--- config.mk ---
export PLATFORM = sky130hd
export DESIGN_NAME = branch_resolution_unit
export DESIGN_NICKNAME = d
export VERILOG_FILES = /design/src/rtl/branch_resolution_unit_pkg.sv /design/src/rtl/branch_resolution_unit_inflight_fifo.sv /design/src/rtl/branch_resolution_unit.sv
export SDC_FILE = /design/constraint.sdc
export NUM_CORES = 1
export LEC_CHECK = 0
export ABC_CLOCK_PERIOD_IN_PS = 4800
export BUFFER_PORTS_ARGS = -buffer_cell sky130_fd_sc_hd__buf_2
export CORE_ASPECT_RATIO = 0.6
export CORE_MARGIN = 4
export CORE_UTILIZATION = 45
export DETAILED_ROUTE_END_ITERATION = 8
export MAX_ROUTING_LAYER = met4
export PLACE_DENSITY = 0.63
export SYNTH_ARGS = -nofsm -noshare
export SYNTH_HDL_FRONTEND = slang
export SYNTH_SLANG_ARGS = --single-unit
--- constraint.sdc ---
create_clock -name clk -period 4.8 [get_ports clk]
set_clock_uncertainty 0.15 [all_clocks]
set_input_delay 0.96 -clock clk [delete_from_list [all_inputs] [get_ports clk]]
set_output_delay 0.96 -clock clk [all_outputs]
set_load 0.02 [all_outputs]
--- src/rtl/branch_resolution_unit_pkg.sv ---
// Shared types for the branch resolution unit: the branch direction encoding and
// the in-flight entry that is held between decode and EX.
package branch_resolution_unit_pkg;

    localparam int BRU_DEPTH      = 4;
    localparam int BRU_ADDR_WIDTH = 32;

    typedef enum logic {
        NOT_TAKEN = 1'b0,
        TAKEN     = 1'b1
    } BranchOutcome;

    typedef struct packed {
        logic [BRU_ADDR_WIDTH-1:0] pc;
        logic [BRU_ADDR_WIDTH-1:0] recovery_target;
        BranchOutcome              prediction;
    } branch_inflight_t;

endpackage

--- src/rtl/branch_resolution_unit_inflight_fifo.sv ---
// In-order queue of predicted branches awaiting resolution. A flush empties the
// queue and takes priority over any push in the same cycle.
module branch_inflight_fifo #(
    parameter int DATA_W = 65,
    parameter int DEPTH  = 4
) (
    input  logic                     clk,
    input  logic                     rst_n,
    input  logic                     i_push,
    input  logic                     i_pop,
    input  logic                     i_flush,
    input  logic [DATA_W-1:0]        i_data,
    output logic [DATA_W-1:0]        o_data,
    output logic                     o_full,
    output logic                     o_empty,
    output logic [$clog2(DEPTH):0]   o_count
);

    localparam int PTR_W = $clog2(DEPTH);
    localparam int CNT_W = PTR_W + 1;

    logic [DATA_W-1:0] r_mem [DEPTH];
    logic [PTR_W-1:0]  r_wr_ptr;
    logic [PTR_W-1:0]  r_rd_ptr;
    logic [CNT_W-1:0]  r_count;
    logic              w_push;
    logic              w_pop;

    assign o_full  = (r_count == CNT_W'(DEPTH));
    assign o_empty = (r_count == '0);
    assign o_count = r_count;
    assign o_data  = r_mem[r_rd_ptr];

    assign w_push  = i_push & ~o_full & ~i_flush;
    assign w_pop   = i_pop & ~o_empty;

    always_ff @(posedge clk) begin
        if (!rst_n || i_flush) begin
            r_wr_ptr <= '0;
            r_rd_ptr <= '0;
            r_count  <= '0;
        end else begin
            if (w_push) r_wr_ptr <= r_wr_ptr + 1'b1;
            if (w_pop)  r_rd_ptr <= r_rd_ptr + 1'b1;
            case ({w_push, w_pop})
                2'b10:   r_count <= r_count + 1'b1;
                2'b01:   r_count <= r_count - 1'b1;
                default: r_count <= r_count;
            endcase
        end
    end

    // Storage carries no reset; validity is tracked solely by the pointers.
    always_ff @(posedge clk) begin
        if (w_push) r_mem[r_wr_ptr] <= i_data;
    end

endmodule

--- src/rtl/branch_resolution_unit.sv ---
// EX-side branch resolution: pops the oldest predicted branch, reports feedback to
// the predictor, redirects fetch on a mispredict and keeps saturating statistics.
module branch_resolution_unit
    import branch_resolution_unit_pkg::*;
#(
    parameter int ADDR_WIDTH = BRU_ADDR_WIDTH,
    parameter int DEPTH      = BRU_DEPTH,
    parameter int CNT_WIDTH  = 32
) (
    input  logic                  clk,
    input  logic                  rst_n,
    input  logic                  i_pred_valid,
    input  logic [ADDR_WIDTH-1:0] i_pred_pc,
    input  BranchOutcome          i_pred_prediction,
    input  logic [ADDR_WIDTH-1:0] i_pred_recovery_target,
    output logic                  o_pred_ready,
    input  logic                  i_ex_valid,
    input  logic [ADDR_WIDTH-1:0] i_ex_pc,
    input  BranchOutcome          i_ex_outcome,
    output logic                  o_fb_valid,
    output logic [ADDR_WIDTH-1:0] o_fb_pc,
    output BranchOutcome          o_fb_prediction,
    output BranchOutcome          o_fb_outcome,
    output logic                  o_redirect_valid,
    output logic [ADDR_WIDTH-1:0] o_redirect_pc,
    output logic                  o_err,
    output logic [CNT_WIDTH-1:0]  o_branch_count,
    output logic [CNT_WIDTH-1:0]  o_miss_count
);

    localparam int CNT_W = $clog2(DEPTH) + 1;

    function automatic logic [CNT_WIDTH-1:0] sat_inc(input logic [CNT_WIDTH-1:0] v);
        return (&v) ? v : v + 1'b1;
    endfunction

    branch_inflight_t w_push_entry;
    branch_inflight_t w_head;
    logic             w_full;
    logic             w_empty;
    logic [CNT_W-1:0] w_count;
    logic             w_push;
    logic             w_pop;
    logic             w_miss;
    logic             w_err_evt;

    logic                  r_fb_valid;
    logic [ADDR_WIDTH-1:0] r_fb_pc;
    BranchOutcome          r_fb_prediction;
    BranchOutcome          r_fb_outcome;
    logic                  r_redirect_valid;
    logic [ADDR_WIDTH-1:0] r_redirect_pc;
    logic                  r_err;
    logic [CNT_WIDTH-1:0]  r_branch_count;
    logic [CNT_WIDTH-1:0]  r_miss_count;

    assign w_push_entry = '{pc:              i_pred_pc,
                            recovery_target: i_pred_recovery_target,
                            prediction:      i_pred_prediction};

    // Ready depends only on the registered occupancy, never on this cycle's pop.
    assign o_pred_ready = (w_count != CNT_W'(DEPTH));
    assign w_push       = i_pred_valid & ~w_full;
    assign w_pop        = i_ex_valid & ~w_empty;
    assign w_miss       = w_pop & (w_head.prediction != i_ex_outcome);
    assign w_err_evt    = i_ex_valid & (w_empty | (w_head.pc != i_ex_pc));

    branch_inflight_fifo #(
        .DATA_W ($bits(branch_inflight_t)),
        .DEPTH  (DEPTH)
    ) u_fifo (
        .clk     (clk),
        .rst_n   (rst_n),
        .i_push  (w_push),
        .i_pop   (w_pop),
        .i_flush (w_miss),
        .i_data  (w_push_entry),
        .o_data  (w_head),
        .o_full  (w_full),
        .o_empty (w_empty),
        .o_count (w_count)
    );

    always_ff @(posedge clk) begin
        if (!rst_n) begin
            r_fb_valid       <= 1'b0;
            r_fb_pc          <= '0;
            r_fb_prediction  <= NOT_TAKEN;
            r_fb_outcome     <= NOT_TAKEN;
            r_redirect_valid <= 1'b0;
            r_redirect_pc    <= '0;
            r_err            <= 1'b0;
            r_branch_count   <= '0;
            r_miss_count     <= '0;
        end else begin
            r_fb_valid       <= w_pop;
            r_fb_pc          <= w_pop ? w_head.pc : '0;
            r_fb_prediction  <= w_pop ? w_head.prediction : NOT_TAKEN;
            r_fb_outcome     <= w_pop ? i_ex_outcome : NOT_TAKEN;
            r_redirect_valid <= w_miss;
            r_redirect_pc    <= w_miss ? w_head.recovery_target : '0;
            if (w_err_evt) r_err <= 1'b1;
            if (w_pop)     r_branch_count <= sat_inc(r_branch_count);
            if (w_miss)    r_miss_count   <= sat_inc(r_miss_count);
        end
    end

    assign o_fb_valid       = r_fb_valid;
    assign o_fb_pc          = r_fb_pc;
    assign o_fb_prediction  = r_fb_prediction;
    assign o_fb_outcome     = r_fb_outcome;
    assign o_redirect_valid = r_redirect_valid;
    assign o_redirect_pc    = r_redirect_pc;
    assign o_err            = r_err;
    assign o_branch_count   = r_branch_count;
    assign o_miss_count     = r_miss_count;

endmodule

-- Word level (Yosys, flattened, before mapping)
Memory sizes are Yosys's and may differ from the RTL's. A register that Yosys moved wholly into a read port is not among the register bits.
Cells that the tools add are included.
- multiplexer cells: 5
- multiply operators: 0
- reductions and logical operators: 10
- divide/modulo/power cells: 0
- add/sub/neg operators: 6
- order comparisons: 0
- shift-type cells: 0
- bitwise gates (word level): 13
- eq/ne operators: 6
- operators with widths (operator ; count):
    $add A32 B1 Y32 const B ; 2
    $reduce_and A32 Y1 ; 2
    $ne A32 B32 Y1 ; 1
    $reduce_and A2 Y1 ; 4
    $and A1 B1 Y1 ; 7
    $pmux W3 S2 ; 1
    $not A1 Y1 ; 5
    $add A2 B1 Y2 const B ; 2
    $mux W2 ; 2
    $add A3 B1 Y3 const B ; 1
    $eq A3 B3 Y1 const B ; 1
    $logic_not A3 Y1 ; 1
    $ne A3 B3 Y1 const B ; 1
    $sub A3 B1 Y3 const B ; 1
    $eq A2 B1 Y1 const B ; 1
    $eq A2 B2 Y1 const B ; 1
    $mux W1 ; 2
    $reduce_bool A2 Y1 ; 1
    $logic_not A1 Y1 ; 1
    $logic_or A1 B1 Y1 ; 1
    $ne A1 B1 Y1 ; 1
    $or A1 B1 Y1 ; 1
- flip-flop bits (word level): 140
- bits in writable memories: 260
- memories: 1
- input port bits: 102
- latch bits: 0
- ROM bits: 0
- output and inout port bits: 134
- logic and storage cells: 53
- memory list (memory ; depth ; width ; read ports ; clocked after memory_dff ; wr ports ; RTL line ; RTL):
    u_fifo.r_mem ; 4 ; 65 ; 1 ; 1 ; 1 ; branch_resolution_unit_inflight_fifo.sv:22 ; logic [DATA_W-1:0] r_mem [DEPTH];

-- Depth between registers and ports, before layout
- word-level depth: 8
- depth in mapped cells: 13

-- Hierarchy
From an unflattened synthesis, not the netlist that was laid out.
- cells, all modules: 987
- area, all modules: 15392.3 um2
- by module, submodules not included (module ; cells each ; seq. area each (um2) ; instances ; area an instance (um2)):
    branch_inflight_fifo ; 395 ; 7987.7 ; 1 ; 9904.5
    branch_resolution_unit ; 592 ; 2662.6 ; 1 ; 5487.8

-- Worst setup path after synthesis
OpenSTA, ideal clock, no wires.
- kind: input-to-reg
- start: input i_ex_valid
- end: memory u_fifo.r_mem[0][0] (enable)
- data required time: 4.220 ns
- path buffers: 1
- data arrival time: 3.259 ns
- slack: 0.961 ns
- stages: 5
- cell sequence: nand2b_1 inv_2 clkbuf_1 a21oi_1 and2_1
- cells in the longest elaborated chain, start to end: 6
- RTL lines (element ; RTL line ; RTL):
    from (decl) ; branch_resolution_unit.sv:17 ; input logic i_ex_valid,
    $and A1 B1 Y1 ; branch_resolution_unit.sv:64 ; assign w_pop = i_ex_valid & ~w_empty;
    $and A1 B1 Y1 ; branch_resolution_unit.sv:65 ; assign w_miss = w_pop & (w_head.prediction != i_ex_outcome);
    $not A1 Y1 ; branch_resolution_unit_inflight_fifo.sv:34 ; assign w_push = i_push & ~o_full & ~i_flush;
    $and A1 B1 Y1 ; branch_resolution_unit_inflight_fifo.sv:34 ;
    $mux W1 ; branch_resolution_unit_inflight_fifo.sv:55 ; if (w_push) r_mem[r_wr_ptr] <= i_data;
    $mux W1 (not written as such) ; branch_resolution_unit_inflight_fifo.sv:55 ;
    to (decl) ; branch_resolution_unit_inflight_fifo.sv:22 ;
No other way between the ends.

==> metrics.csv <==
metric;value;unit
status;completed;
period_share;0.728;
clk_pin_slew;0.06;ns
routabilityCongestion;0.827;
hold_end;o_miss_count[31];
min_from;o_miss_count[31];
worstMarginPinSlew;1.02;ns
totalWireLength;35600;µm
grt_max_degree;68;
insertion_delay;0.53;ns
netlist_instances;969;
avgSynthCellArea;15.8;µm²
htreeDepth;2;
rows;51;
regArea;10700;µm²
ctsResizeCount;0;
synthArstFlopShare;0;
mostFrequentLayoutCell;edfxtp_1;
finalSetupTns;0;ns
die_area;37100;µm²
die_x;246;µm
die_y;151;µm
fin_crit;3.49;ns
slew-limit-headroom;0.314;
antenna_found_initial;4;
vias;8911;
ys_warn_count;0;
core;33000;µm²
worstReg2RegEnd;o_err;
crit_type;reg -> reg;
fmax;286;MHz
overflow;0;
hold_buffers;0;
synth_edf_count;260;
reg2reg_depth;7;
cts_tree;yes;
wl_per_cell;21.0;µm
cts_buffers;39;
grt_pass1_wl;53500;µm
syn_area;15300;µm²
setup.worst_path.start_class;register;
synthFlopType;edfxtp_1;
syn-num-nets;1079;
hold_violations;0;
dp_hpwl;24100;µm
yosysUniqueCellTypes;57;
io_pins;236;
viasPerCell;5.25;
grtUsageTotal;0.196;
cts_root_buf;clkbuf_16;
syn2layout_area_growth;19.4;%
finish.net_count;1322;
first_pass_iters;5;
ant_nets;0;
synth_seq_cells;402;
irDropWorstVdd;0.000257;V
required;5.06;ns
leakage;0.00700;µW
r2r_slack;1.31;ns
worstSetupEndpointType;register;
min_path_cells;2;
post_cts_buffers;0;
multiInputGateArea;4440;µm²
drv_slew;0;
post-route-drc-count;0;
cts.path.max_buffers;3;
drv_cap;0;
start_util;0.464;
hold_path_class;reg -> reg;
final-setup-viol-count;0;
cp_max_fo;55;
nFillCells;2674;
drtIter0Drc;714;
place_ws;1.24;ns
mostFrequentLayoutCells;260 x edfxtp_1, 235 x buf_2, 140 x dfxtp_1, 70 x and3_1, 60 x mux4_2;
rsz0062_at_grt;no;
layout-drive-gt1-share;0.305;
arrival;3.75;ns
grt_pass1_vias;8675;
ys_seq_area_frac;0.696;
p_per_area;499;nW/µm²
setup_ws;1.31;ns
port_buffers;235;
cts_sinks;402;
[critical path, stage by stage, from the launching register on]
cell     delay [ns]
dfxtp_4        0.59
buf_4          0.84
mux4_2         0.62
xor2_1         0.18
nor4_1         0.42
nand2_1        0.13
nor4_1         0.30
a31oi_1        0.11
[per-stage QoR]
step,area [µm²],utilization,hold WS (ns),cells,power [µW]
2_1_floorplan,15300,-,0.331,969,5650
3_3_place_gp,17000,0.516,0.336,1621,6220
3_5_place_dp,17000,0.516,0.337,1621,6250
4_1_cts,18300,0.553,0.346,1693,9240
5_1_grt,18300,0.554,0.386,1697,9560
6_report,18300,0.554,0.347,1697,9120
[Yosys cell counts (all sizes together) (3+ instances only)]
master | n | area [µm²]
and3 | 70 | 438
o31ai | 8 | 60.1
or3 | 11 | 68.8
edfxtp | 260 | 7810
nand3 | 26 | 130
nor2 | 22 | 82.6
and4 | 10 | 87.6
xnor2 | 42 | 368
dfxtp | 142 | 2840
o21ai | 15 | 75.1
nand2 | 31 | 116
nor3 | 12 | 60.1
inv | 10 | 37.5
xor2 | 36 | 334
mux4 | 60 | 1350
a31oi | 3 | 18.8
and2 | 46 | 288
or4 | 3 | 22.5
o211ai | 12 | 90.1
nor2b | 5 | 31.3
nor4b | 3 | 32.5
clkbuf | 29 | 110
a21oi | 5 | 25.0
buf | 16 | 78.8
nand4 | 15 | 93.8
nand2b | 11 | 68.8
a21boi | 11 | 82.6
mux2i | 12 | 120
nor4 | 13 | 87.6
ha | 7 | 87.6
[per-layer routing]
metal,routed length (µm),track usage,up-vias
li1,-,-,4200
met1,16300,0.275,4410
met4,697,0.0510,0
met2,16600,0.297,249
met5,0,-,-
met3,1980,0.0379,52
[state kept, by name, summed over array words and instances, names as in the netlist, named ones only]
| register | cells |
|---|---|
| o_branch_count | 32 |
| o_err | 1 |
| o_fb_outcome | 1 |
| o_fb_pc | 32 |
| o_fb_prediction | 1 |
| o_fb_valid | 1 |
| o_miss_count | 32 |
| o_redirect_pc | 32 |
| o_redirect_valid | 1 |
| u_fifo.o_count | 3 |
| u_fifo.r_mem | 260 |
| u_fifo.r_rd_ptr | 2 |
| u_fifo.r_wr_ptr | 2 |
[power by group]
part | total, µW | switching, µW | internal, µW
clock network | 2980 | 1280 | 1700
logic | 1810 | 1050 | 765
registers | 4320 | 169 | 4150
total | 9120 | 2490 | 6620
[how the worst max path moves through the flow]
stage	to	cells after the start
after floorplan	u_fifo.r_mem[0][0]	5
after global placement	o_err	7
after detailed placement	o_err	7
after CTS	o_err	7
after global routing	o_err	7
final	o_err	7
[kinds of logic (layout without fill, tap and decap cells)]
group                      after synthesis  after routing  share of synthesized area
and+or+nand+nor                        285            285                      0.109
DFF                                    402            402                      0.696
other                                    0              4                          0
adders and majority gates                8              8                    0.00703
muxes                                   74             74                     0.0976
buffers and inverters                   55            329                     0.0148
xor gates and xnor gates                78             78                     0.0459
AOI/OAI and AO/OA                       67             67                     0.0301
[cell type report]
type	instances	area share
sequential	402	0.583
multi-input combinational	512	0.243
timing repair buffer	247	0.0720
clock buffer	55	0.0594
tap	450	0.0308
clock inverter	17	0.00870
inverter	10	0.00205
antenna	4	0.000548
Note: power is estimated with default switching activity, not from simulation.
